`src/rtl/clk_div_pkg.sv`:
```
// Shared constants and types for the programmable clock divider.
package clk_div_pkg;

  localparam int DEF_CNT_W = 8;
  localparam int MIN_RATIO = 2;

  typedef enum logic {
    IDLE = 1'b0,
    RUN  = 1'b1
  } ch_state_e;

endpackage

```
`src/rtl/clk_div_channel.sv`:
```
// One divider channel: active/shadow ratio, period counter and registered outputs.
module clk_div_channel
  import clk_div_pkg::*;
#(
  parameter int CNT_W = DEF_CNT_W
) (
  input  logic             clk,
  input  logic             rst,
  input  logic             en_i,
  input  logic [CNT_W-1:0] ratio_i,
  input  logic             load_i,
  output logic             div_out_o,
  output logic             tick_o,
  output logic             pending_o
);

  localparam logic [CNT_W-1:0] MinR = CNT_W'(MIN_RATIO);
  localparam logic [CNT_W-1:0] One  = CNT_W'(1);

  ch_state_e        state_q;
  logic [CNT_W-1:0] act_q;
  logic [CNT_W-1:0] shd_q;
  logic [CNT_W-1:0] cnt_q;
  logic [CNT_W-1:0] cnt_d;
  logic             pend_q;
  logic             div_q;
  logic             tick_q;
  logic             run;
  logic             at_wrap;
  logic             xfer;

  // High phase length: ceil(a/2).
  function automatic logic [CNT_W-1:0] high_len(input logic [CNT_W-1:0] a);
    return (a >> 1) + {{(CNT_W-1){1'b0}}, a[0]};
  endfunction

  assign run     = en_i && (act_q >= MinR);
  assign at_wrap = (cnt_q == (act_q - One));

  // A fresh load always defers the transfer, so a strobe landing on a wrap waits one more period.
  assign xfer    = pend_q && !load_i && (!run || at_wrap);

  always_comb begin
    cnt_d = '0;
    if (run && !at_wrap) begin
      cnt_d = cnt_q + One;
    end
  end

  always_ff @(posedge clk or posedge rst) begin
    if (rst) begin
      state_q <= IDLE;
      act_q   <= '0;
      shd_q   <= '0;
      cnt_q   <= '0;
      pend_q  <= 1'b0;
      div_q   <= 1'b0;
      tick_q  <= 1'b0;
    end else begin
      if (load_i) begin
        shd_q  <= ratio_i;
        pend_q <= 1'b1;
      end else if (xfer) begin
        act_q  <= shd_q;
        pend_q <= 1'b0;
      end
      cnt_q <= cnt_d;
      case (state_q)
        IDLE: begin
          if (run) begin
            state_q <= RUN;
            tick_q  <= 1'b1;
            div_q   <= 1'b1;
          end else begin
            tick_q  <= 1'b0;
            div_q   <= 1'b0;
          end
        end
        RUN: begin
          if (!run) begin
            state_q <= IDLE;
            tick_q  <= 1'b0;
            div_q   <= 1'b0;
          end else begin
            tick_q  <= (cnt_q == '0);
            div_q   <= (cnt_q < high_len(act_q));
          end
        end
        default: begin
          state_q <= IDLE;
          tick_q  <= 1'b0;
          div_q   <= 1'b0;
        end
      endcase
    end
  end

  assign div_out_o = div_q;
  assign tick_o    = tick_q;
  assign pending_o = pend_q;

endmodule

```
`src/rtl/prog_clock_divider.sv`:
```
// Multi-channel programmable clock divider: slices the ratio bus and wires up one channel per lane.
module prog_clock_divider
  import clk_div_pkg::*;
#(
  parameter int NUM_CH = 4,
  parameter int CNT_W  = DEF_CNT_W
) (
  input  logic                    clk,
  input  logic                    rst,
  input  logic [NUM_CH-1:0]       en,
  input  logic [NUM_CH*CNT_W-1:0] ratio,
  input  logic [NUM_CH-1:0]       load,
  output logic [NUM_CH-1:0]       div_out,
  output logic [NUM_CH-1:0]       tick,
  output logic [NUM_CH-1:0]       pending
);

  for (genvar g = 0; g < NUM_CH; g++) begin : g_ch
    clk_div_channel #(
      .CNT_W(CNT_W)
    ) u_ch (
      .clk      (clk),
      .rst      (rst),
      .en_i     (en[g]),
      .ratio_i  (ratio[g*CNT_W +: CNT_W]),
      .load_i   (load[g]),
      .div_out_o(div_out[g]),
      .tick_o   (tick[g]),
      .pending_o(pending[g])
    );
  end

endmodule

```
`config.mk`:
```
export PLATFORM = sky130hd
export DESIGN_NAME = prog_clock_divider
export DESIGN_NICKNAME = d
export VERILOG_FILES = /design/src/rtl/clk_div_pkg.sv /design/src/rtl/clk_div_channel.sv /design/src/rtl/prog_clock_divider.sv
export SDC_FILE = /design/constraint.sdc
export NUM_CORES = 1
export LEC_CHECK = 0
export CORE_ASPECT_RATIO = 0.75
export CORE_MARGIN = 3
export CORE_UTILIZATION = 57
export CTS_CLUSTER_SIZE = 28
export DETAILED_ROUTE_END_ITERATION = 7
export PLACE_DENSITY = 0.8
export SETUP_SLACK_MARGIN = 0.05
export SLEW_MARGIN = 20
export SYNTH_ARGS = -nofsm -noshare
export SYNTH_HDL_FRONTEND = slang
export SYNTH_SLANG_ARGS = --single-unit
```
`constraint.sdc`:
```
create_clock -name clk -period 4.35 [get_ports clk]
set_input_delay 0.87 -clock clk [delete_from_list [all_inputs] [get_ports clk]]
set_output_delay 0.87 -clock clk [all_outputs]
set_load 0.005 [all_outputs]
```
==> results.md, run 1 <==
- Clock tree buffer depth: 2
- Simple logic cell fraction of the synthesized area: 14.5%
- WP depth: 6
- Final nets: about 750
- Power Dens Cells: ~450 nW/µm²
- Worst setup endpoint: g_ch[3].u_ch.act_q[5]$_DFFE_PP0P_
- Initial antenna violation count: 0
- Post-synth top area share: between 40% and 50%
- Area Growth Syn to Fin: 12.5%
- Final instance area: between 7000 and 8000 µm²
- CP startpoint: g_ch[3].u_ch.act_q[2]$_DFFE_PP0P_
- H-tree depth: 3
- Number of diodes: 0
- Synth Area in Adders: 9.82%
- Reg-to-reg slack, setup: roughly 1.1 ns
- WL final: 13100 µm
- Post-cts resize count: 0
- Tot Pwr: between 3 and 4 mW
- Outcome: finished clean
- Syn Area/Cell: 10.5 µm²
- Largest net degree at the start of global routing: 67
- Fmax achieved: about 0.31 GHz
- Worst-path cell chain: or4_4 > or3_1 > a2111oi_2 > a31o_1 > nor3b_4 > mux2_2
- Max-slew violations: 0
- Endpoints failing setup: 0
- Fin crit share: approximately 74%
- Post-route DRC: 0
- CP top delay family: simple AND/OR/NAND/NOR gates
- Max-cap violations: 0
- Worst skew pair latency: about 0.35 ns
- First-pass GRT wire length: 22500 µm
- Most common cell after layout, fill and taps aside: dfrtp_1
- Post-Syn Nets: between 700 and 800
- Setup TNS: 0 ns
- Slew HR: 40.3%
- Main combinational cell family by area after synthesis: simple AND/OR/NAND/NOR gates
- Sequential area share after synthesis: 42.3%
- Post-Synthesis Cells: around 630
- Slew @ Worst Pin: 0.893 ns
- Critical path's slowest cell: or4_4
- Hpwl dp: between 9000 and 10000 µm
- Vias in the first global route: 4791
- Post-Syn Area: 6630 µm²
- Yosys reg bits: around 110
- Gp weighted congestion: ~0.89
- CTS tree: done
- Kind of critical path: flop to flop
- DR WL/cell: 16.3 µm
- DP Area: approximately 7100 µm²
- Xor/xnor share of the synthesized area: a little over a tenth
- Die H: ~99 µm
- Number of setup buffers added after CTS: 0
- Top post-synthesis cells by area: dfrtp_1 (42%), mux2_2 (11%), ha_1 (9.8%)
- CP startpoint kind: flop
- GRT Total Usage: a little over a fifth
- Worst hold path type: flop to flop
- # IOs: 54
- Final hold slack: 0.492 ns
- Worst VDD drop: roughly 230 µV
- Reg2reg end: g_ch[3].u_ch.act_q[5]$_DFFE_PP0P_
- Worst endpoint required time: around 4.6 ns
- Yosys warns: 0
- Post-layout minimum cycle time: 3.21 ns
- Filler instances: 835
- # clock sinks: roughly 110
- Buf+Inv Stages, Crit Path: 0
- GRT overflow: 0
- Largest area contributor in the netlist: dfrtp_1
- Worst stage delay on the critical path: ~0.59 ns
- Die area: 13000 µm²
- Critical Path AT: around 3.5 ns
- Post-synthesis cell type count: 49
- Reg2Reg Depth: 6
- Mux cell area share after synthesis: 10.9%
- Initial DRC Count: approximately 260
- Core ar.: about 11000 µm²
- Post-route ant nets: 0
- Clock transition at the registers of the reported paths: approximately 0.08 ns
- Final Hold Vio Count: 0
- Site Rows: 33
- Initial Util: about three fifths
- Most frequent cells in the layout: dfrtp_1 (112), mux2_2 (64), clkdlybuf4s50_1 (53), ha_1 (52), xor2_1 (48)
- Compound-Gate Fraction of Synth Area: 7.23%
- Clock root buffer: clkbuf_16
- Pleak: about 3.4 nW
- Die outline width: 131 µm
- Num CTS Buffers: 9
- Crit-path max FO: 10
- Worst R2R Start: g_ch[3].u_ch.act_q[2]$_DFFE_PP0P_
- Via count: about 4600
- RSZ-0062 raised after global routing: false
- Crit. End Element: flop
- Pre-antenna DRT Iters: 6
- Skew final: approximately 0.0084 ns
- Ratio of cells with drive above 1 in the final layout: between 10 and 15%
- Port bufs: between 50 and 60
- Vias/cell: between 5 and 6
- CTS Hold Bufs: 0
- Post-Route Utilization: between 60% and 70%
- Hold Path Stages: 1
-- synth_stat cells, drive strengths merged --
library cell and instances:
a2111oi 2, a21boi 2, a21o 15, a21oi 18, a221oi 1, a311oi 1, a31o 3, a31oi 6
a41oi 1, and2 2, and3 14, and3b 1, and4 1, buf 16, clkbuf 23, dfrtp 112
ha 52, inv 31, mux2 64, nand2 22, nand2b 10, nand3 46, nand4 4, nand4b 2
nor2 39, nor2b 5, nor3 16, nor3b 4, nor4 10, o211a 2, o21a 1, o21ai 9
o21ba 1, o21bai 1, o31a 2, o31ai 4, or2 2, or3 3, or4 4, xnor2 31
xor2 48
-- where the power goes --
group          total, mW  switching, mW  internal, mW
logic               1.02          0.473         0.548
clock network      0.866          0.407         0.459
registers           1.49          0.291          1.20
-- cell type report --
cell class / count / area, µm² / share of cell area (%)
multi-input cells: 449 / 3500 / 47.0
inverters: 31 / 119 / 1.59
well taps: 140 / 175 / 2.35
clock inverters: 7 / 86.3 / 1.16
repair buffers: 55 / 546 / 7.31
flip-flops and latches: 112 / 2800 / 37.6
clock buffers: 9 / 225 / 3.02
-- stage by stage --
step,setup slack (ns),cells
final,1.14,803
after global routing,0.808,803
after CTS,1.14,803
after detailed placement,1.15,787
after global placement,1.25,787
after floorplan,0.521,631
-- sequential cells by signal (all words and copies together) (netlist names) --
signal / flops
g_ch.u_ch.act_q: 32
g_ch.u_ch.shd_q: 32
g_ch.u_ch.cnt_q: 32
g_ch.u_ch.tick_o: 4
g_ch.u_ch.div_out_o: 4
g_ch.u_ch.state_q: 4
g_ch.u_ch.pending_o: 4
-- kinds of logic after synthesis --
family	count (synthesis)
muxes	64
buffers and inverters	70
adders and majority gates	52
xor gates and xnor gates	79
AOI/OAI and AO/OA	69
and+or+nand+nor	185
DFF	112
-- worst min-delay path by stage --
stage / from / to / slack [ns]
finish: g_ch[0].u_ch.state_q$_DFF_PP0_ / g_ch[0].u_ch.tick_o$_DFF_PP0_ / 0.49
global route: g_ch[0].u_ch.state_q$_DFF_PP0_ / g_ch[0].u_ch.tick_o$_DFF_PP0_ / 0.52
detailed placement: g_ch[3].u_ch.state_q$_DFF_PP0_ / g_ch[3].u_ch.tick_o$_DFF_PP0_ / 0.48
floorplan: g_ch[3].u_ch.state_q$_DFF_PP0_ / g_ch[3].u_ch.tick_o$_DFF_PP0_ / 0.44
global placement: g_ch[0].u_ch.state_q$_DFF_PP0_ / g_ch[0].u_ch.tick_o$_DFF_PP0_ / 0.45
CTS: g_ch[3].u_ch.state_q$_DFF_PP0_ / g_ch[3].u_ch.tick_o$_DFF_PP0_ / 0.50
-- per-layer routing --
metal / up-vias / share of wire (%) / global-route usage [%]
li1: 2237 / - / -
met1: 2230 / 48 / 29.5
met2: 91 / 47 / 34.9
met3: 17 / 3.5 / 4.19
met4: 0 / 1.2 / 6.09
met5: - / 0 / 0
(Power assumes the default switching activity.)
==> run 2: changes to the inputs <==
==> constraint.sdc (replaced) <==
create_clock -name clk -period 3.3 [get_ports clk]
set_input_delay 0.66 -clock clk [delete_from_list [all_inputs] [get_ports clk]]
set_output_delay 0.66 -clock clk [all_outputs]
set_load 0.005 [all_outputs]
==> run 2 against run 1 <==
Effect of this change:
- total power increased by 31%
- clock-buffer cell count unchanged
- clock power up 26%
- design area increased by 0.60%
- register-to-register slack worse by 0.80 ns
- sequential power increased by 31%
- clock skew increased by 0.0030 ns
- hold slack worse by 0.021 ns
- final cell count up 0.62%
- critical path type unchanged
- largest cell class unchanged
- largest power group unchanged
- highest routed layer unchanged
==> results.md, run 2 (synthesized netlist as in run 1, its figures left out) <==
- Initial Util: between 50 and 60%
- Vias/cell: between 5 and 6
- Die area: 13000 µm²
- # IOs: 54
- H-tree depth: 3
- Post-cts resize count: 0
- Setup TNS: 0 ns
- Worst endpoint required time: approximately 3.5 ns
- Regs by FF count: g_ch.u_ch.act_q x32, g_ch.u_ch.cnt_q x32, g_ch.u_ch.shd_q x32
- Fmax achieved: between 0.3 and 0.4 GHz
- Port bufs: 53
- Worst hold path type: flop to flop
- Endpoints failing setup: 0
- Ratio of cells with drive above 1 in the final layout: 14.7%
- Crit-path max FO: 9
- Skew final: approximately 0.011 ns
- Final Hold Vio Count: 0
- Int Pwr: around 2.9 mW
- Pleak: ~3.4 nW
- Slew @ Worst Pin: roughly 0.81 ns
- Gp weighted congestion: ~0.87
- Most frequent cells in the layout: dfrtp_1 (112), mux2_2 (64), clkdlybuf4s50_1 (53), ha_1 (52), xor2_1 (48)
- Initial DRC Count: between 200 and 250
- Filler instances: ~820
- Worst R2R Start: g_ch[3].u_ch.act_q[2]$_DFFE_PP0P_
- Flop pwr share: 44.4%
- Via count: ~4700
- CP startpoint kind: flop
- Die H: roughly 99 µm
- CP startpoint: g_ch[3].u_ch.act_q[2]$_DFFE_PP0P_
- Number of diodes: 0
- Slew HR: between 40% and 50%
- Clock tree buffer depth: 2
- WL final: ~13000 µm
- DR WL/cell: approximately 16 µm
- CTS tree: done
- DP Area: around 7200 µm²
- Most common cell after layout, fill and taps aside: dfrtp_1
- Hpwl dp: 9730 µm
- Initial antenna violation count: 0
- # clock sinks: ~110
- Met2 routed WL: 6480 µm
- Clock root buffer: clkbuf_16
- Final instance area: between 7000 and 8000 µm²
- Critical Path AT: 3.19 ns
- Crit. End Element: flop
- Worst skew pair latency: 0.35 ns
- Num CTS Buffers: 9
- Power Dens Cells: approximately 600 nW/µm²
- GRT Total Usage: about 22%
- Area Growth Syn to Fin: 13.2%
- P_sw: 1.50 mW
- Combinational Power Share: between 30 and 40%
- Site Rows: 33
- RSZ-0062 raised after global routing: false
- Max-cap violations: 0
- Max-slew violations: 0
- Post-Place Worst Slack: 0.336 ns
- Post-Route Utilization: 67.3%
- Post-route DRC: 0
- Worst VDD drop: 344 µV
- Vias in the first global route: ~4800
- Largest net degree at the start of global routing: 56
- First-pass GRT wire length: ~23000 µm
- WL met3: 511 µm
- Die outline width: roughly 130 µm
- Hold Crit Start: g_ch[0].u_ch.state_q$_DFF_PP0_
- Post-route ant nets: 0
- Pre-antenna DRT Iters: 4
- Final nets: between 700 and 800
- Kind of critical path: flop to flop
- Post-layout minimum cycle time: roughly 3.0 ns
- Outcome: finished clean
- Fin crit share: 89.7%
- Clock power frac: about a quarter
- Net Sw Frac: between 30% and 40%
- M1 WL: a little under 6000 µm
- Number of setup buffers added after CTS: 0
- CTS Hold Bufs: 0
- Max layer used: met4
- Core ar.: between 10000 and 15000 µm²
- Clock transition at the registers of the reported paths: approximately 0.070 ns
- Setup ws final: approximately 0.34 ns
- GRT overflow: 0
run 2: cell types whose count changed in the layout (fill, tap and decap cells not counted), sizes merged:
cell and change:
clkinvlp +2, inv -3, clkinv +1, buf +5
run 2: cell type report:
class | count | area [µm²] | area share, %
Timing Repair Buffer | 60 | 596 | 7.94
Multi-Input combinational cell | 449 | 3500 | 46.7
Clock inverter | 7 | 80.1 | 1.07
Clock buffer | 9 | 225 | 3.00
Sequential cell | 112 | 2800 | 37.4
Tap cell | 140 | 175 | 2.33
Inverter | 31 | 120 | 1.60
run 2: per-stage QoR:
step | instances | power, mW | hold WS [ns]
CTS | 808 | 4.44 | 0.473
global route | 808 | 4.71 | 0.495
detailed placement | 792 | 3.32 | 0.465
finish | 808 | 4.41 | 0.471
floorplan | 631 | 2.96 | 0.439
global placement | 792 | 3.21 | 0.465
run 2: path summary, 6_finish.rpt:
path                                                endpoint  slack, ns  cells past startpoint
max reg2reg                g_ch[3].u_ch.act_q[7]$_DFFE_PP0P_       0.34                      6
max in group asynchronous    g_ch[0].u_ch.cnt_q[0]$_DFF_PP0_       1.72                      3
min                            g_ch[0].u_ch.tick_o$_DFF_PP0_       0.47                      1
min reg2reg                    g_ch[0].u_ch.tick_o$_DFF_PP0_       0.47                      1
max                        g_ch[3].u_ch.act_q[7]$_DFFE_PP0P_       0.34                      6
min in group asynchronous  g_ch[1].u_ch.shd_q[0]$_DFFE_PP0P_       0.81                      2
run 2: worst max-delay path, stage by stage, from the launching register on:
cell	delay, ns
dfrtp_1	0.48
or4_4	0.59
or3_1	0.38
a2111oi_2	0.37
a31o_1	0.21
nor3b_4	0.42
mux2_2	0.40
run 2: metal layers:
metal,GRT usage (%),vias to the layer above
li1,-,2245
met1,29.2,2320
met2,35.2,97
met3,3.81,25
met4,6.80,0
met5,0,-
run 2: power groups by stage:
stage	combinational [mW]	clock, mW	sequential, mW
final	1.36	1.09	1.95
after global routing	1.52	1.19	2.00
after CTS	1.36	1.13	1.95
after global placement	1.26	0	1.96
after floorplan	1.21	0	1.76
after detailed placement	1.35	0	1.97
==> run 3: changes to the inputs <==
--- a/config.mk
+++ b/config.mk
@@ -10,6 +10,7 @@
 export CORE_UTILIZATION = 57
 export CTS_CLUSTER_SIZE = 28
 export DETAILED_ROUTE_END_ITERATION = 7
+export HOLD_SLACK_MARGIN = 0.05
 export PLACE_DENSITY = 0.8
 export SETUP_SLACK_MARGIN = 0.05
 export SLEW_MARGIN = 20
==> results of run 3 <==
Final layout, timing and power as in run 2 (identical DEF).
